File: config.mk
export PLATFORM = sky130hd
export DESIGN_NAME = mix_column
export DESIGN_NICKNAME = d
export VERILOG_FILES = /design/src/rtl/mix_column.sv
export SDC_FILE = /design/constraint.sdc
export NUM_CORES = 1
export LEC_CHECK = 0
export ABC_AREA = 0
export CORE_ASPECT_RATIO = 1.1
export CORE_UTILIZATION = 43
export DETAILED_ROUTE_END_ITERATION = 8
export PLACE_DENSITY = 0.76
export SETUP_SLACK_MARGIN = 0.5
export SYNTH_ARGS = -nofsm -noshare
export SYNTH_HDL_FRONTEND = slang
export SYNTH_SLANG_ARGS = --single-unit
export TNS_END_PERCENT = 1
File: constraint.sdc
create_clock -name clk -period 1.4 [get_ports clk]
set_clock_uncertainty 0.05 [all_clocks]
set_input_delay 0.14 -clock clk [delete_from_list [all_inputs] [get_ports clk]]
set_output_delay 0.14 -clock clk [all_outputs]
set_load 0.1 [all_outputs]
File: src/rtl/mix_column.sv
// AES MixColumns over a 128-bit column-major state (byte 0 at the MSB).
// Latency: 1 cycle, full throughput. Backpressure: none, a state is accepted every cycle.
module mix_column (
  input  logic         clk,
  input  logic         rst,
  input  logic         valid_i,
  input  logic [127:0] mixcolumn_i,
  output logic         valid_o,
  output logic [127:0] mixcolumn_o
);

  function automatic logic [7:0] xtime(input logic [7:0] x);
    return {x[6:0], 1'b0} ^ (x[7] ? 8'h1B : 8'h00);
  endfunction

  // One column: rows are rotations of {02,03,01,01}; 3x = 2x ^ x.
  function automatic logic [31:0] mix_word(input logic [31:0] w);
    logic [7:0] a0, a1, a2, a3;
    logic [7:0] b0, b1, b2, b3;
    a0 = w[31:24];
    a1 = w[23:16];
    a2 = w[15:8];
    a3 = w[7:0];
    b0 = xtime(a0) ^ (xtime(a1) ^ a1) ^ a2 ^ a3;
    b1 = a0 ^ xtime(a1) ^ (xtime(a2) ^ a2) ^ a3;
    b2 = a0 ^ a1 ^ xtime(a2) ^ (xtime(a3) ^ a3);
    b3 = (xtime(a0) ^ a0) ^ a1 ^ a2 ^ xtime(a3);
    return {b0, b1, b2, b3};
  endfunction

  logic [127:0] mixed;

  always_comb begin
    mixed = '0;
    for (int c = 0; c < 4; c++) begin
      mixed[127-32*c -: 32] = mix_word(mixcolumn_i[127-32*c -: 32]);
    end
  end

  // Output register only loads on valid_i so an idle input cannot disturb it.
  always_ff @(posedge clk) begin
    if (rst) begin
      valid_o     <= 1'b0;
      mixcolumn_o <= '0;
    end else begin
      valid_o <= valid_i;
      if (valid_i) begin
        mixcolumn_o <= mixed;
      end
    end
  end

endmodule

==> results.tsv <==
metric	value	unit
power_frac_seq	0.240	
synth_common_cells	xnor3_1, dfxtp_1, nand2b_1, o22ai_1, xor2_1	
startpoint	mixcolumn_i[54]	
cp-end-kind	flip-flop	
clkLatencyLatePin	410	ps
outcome	completed	
io_pins	260	
tns	0	ps
vias	7420	
die_h	156	µm
postSynthAreaPerCell	12.8	µm²
reg2reg_from	mixcolumn_o[76]	
ctsHoldBuffers	0	
synth_top_area_frac	0.338	
antenna_found_initial	1	
port_buffers	259	
synth_top_cell_by_area	xnor3_1	
final_area	0.0163	mm²
cp.required	1680	ps
setup_viol	0	
grt_pass1_wl	45400	µm
leakage	8.04	nW
rr_worst_depth	2	
hpwlAfterDp	21900	µm
post-route-period-util	0.867	
core_area	0.0213	mm²
arrival	1490	ps
yosysSeqAreaShare	0.277	
drt-total-wl	30900	µm
hp-class	in2reg	
p_per_area	1250	mW/mm²
dpl_cell_area	0.0150	mm²
die-area	0.0223	mm²
hold_viol_final	0	
max_freq	0.824	GHz
drive_gt1_frac	0.497	
syn-num-nets	859	
slew_headroom	0.734	
drc_errors	0	
cts.path.max_buffers	2	
critical_path_class	in2reg	
wire_per_inst	20.9	µm
peakVddDrop	0.000825	V
cts_sinks	129	
drt-vias-per-instance	5.04	
switchingPower	8.21	mW
grt_start_max_net_pins	50	
core.rowCount	56	
r2r-end	mixcolumn_o[76]	
cts_buffers	17	
crit_path_end	mixcolumn_o[38]	
synth_cells	728	
syn_area	0.00933	mm²
yosysMostFrequentCell	xnor3_1	
maxCapViolations	0	
netSwitchingFraction	0.403	
ys_types	22	
slew_viol_final	0	
drtIter0Drc	325	
overflow	0	
synthTopCellsByArea	xnor3_1, dfxtp_1, xor3_1	
combPwrFrac	0.537	
start_util	0.438	
nets	1300	
synth-edff-count	0	
cts_tree	built	
place_congestion	0.857	
tightest_slew	399	ps
async_flop_share	0	
period_minus_slack	1210	ps
firstDrtPassIters	4	
ys.flop_type	dfxtp_1	
path_clk_slew	60	ps
grt_pass1_vias	8000	
antenna_left	0	
die_w	142	µm
p_clk_frac	0.223	
critPathLaunchType	input pin	
area_growth	74.6	%
r2r_setup_slack	580	ps
power.internal	12.1	mW
rsz0062_at_grt	yes	
yosysWarningCount	0	
h-tree-depth	4	
cp_max_fo	2	
clockRootBuffer	clkbuf_16	
track_usage	0.277	
ys_seq_elements	129	
registers in the layout, summed over array words and instances, names as in the netlist:
register / count
mixcolumn_o: 128
valid_o: 1
worst min path at each step:
stage                          from               to  slack [ps]  depth (start not counted)
floorplan           mixcolumn_i[68]  mixcolumn_o[69]         380                          3
global placement    mixcolumn_o[83]  mixcolumn_o[83]         420                          2
detailed placement  mixcolumn_o[97]  mixcolumn_o[97]         430                          2
CTS                             rst  mixcolumn_o[42]          60                          3
global route                    rst  mixcolumn_o[42]          90                          3
finish                          rst  mixcolumn_o[42]          70                          3
per-stage QoR:
| stage | hold WS, ps | std cells | total power, mW | setup WS [ps] | util |
|---|---|---|---|---|---|
| finish | 71.2 | 1473 | 20.4 | 187 | 0.765 |
| global route | 89.3 | 1472 | 21.0 | 155 | 0.765 |
| CTS | 60.1 | 1468 | 20.3 | 223 | 0.758 |
| detailed placement | 433 | 1420 | 15.5 | -473 | 0.705 |
| global placement | 421 | 1420 | 15.3 | -394 | 0.705 |
| floorplan | 380 | 728 | 11.3 | 96.6 | - |
critical path, stage by stage:
cell and delay, ps:
clkdlybuf4s50_1 500, xor2_1 210, buf_4 160, xnor3_1 310, o22ai_1 160
placed cells by master (no fill, tap or decap), types with 7 or more instances in the layout:
cell / instances
clkbuf_2: 11
buf_4: 199
dfxtp_4: 13
nand2_1: 19
xor2_2: 24
dlygate4sd2_1: 71
xnor2_1: 24
xnor3_1: 139
a21o_1: 9
dlymetal6s2s_1: 19
xnor2_2: 14
clkbuf_16: 18
xor2_1: 50
xnor2_4: 7
xor3_1: 25
o21ai_1: 16
buf_12: 136
o22ai_1: 88
clkdlybuf4s50_1: 17
dfxtp_2: 115
buf_6: 14
nand2b_1: 94
nor3b_1: 9
repair_timing:
item,4_1_cts,5_1_grt
setup buffers,17,3
endpoints found under the setup margin,257,257
pin swaps,62,29
gates cloned,0,0
gates resized for setup,264,63
power groups by stage:
stage | Clock (mW) | Combinational (mW) | Sequential, mW
2_1_floorplan | 0 | 3.11 | 8.18
3_3_place_gp | 0 | 10.5 | 4.86
3_5_place_dp | 0 | 10.6 | 4.88
4_1_cts | 4.59 | 10.8 | 4.89
5_1_grt | 4.76 | 11.3 | 4.95
6_report | 4.53 | 10.9 | 4.89
cells by family after synthesis:
| family | count (synthesis) | share of synthesized area |
|---|---|---|
| buf+inv | 56 | 0.0237 |
| xor+xnor | 291 | 0.534 |
| compound gates | 128 | 0.0868 |
| simple gates | 124 | 0.0790 |
| flops | 129 | 0.277 |
layout make-up:
cell class	instances	area (µm²)
clock buffer	19	464
clock inverter	12	133
sequential	129	2780
fill	1247	5010
timing repair buffer	477	5570
inverter	1	3.75
multi-input combinational	543	6980
antenna	2	5.00
tap	290	363
metal layers:
layer / part of all wire / up-vias / GRT usage
met5: 0 / - / 0
met4: 0.029 / 0 / 0.109
met3: 0.049 / 59 / 0.0474
met2: 0.54 / 257 / 0.509
met1: 0.38 / 3674 / 0.319
li1: - / 3430 / -
(Power assumes the default switching activity.)
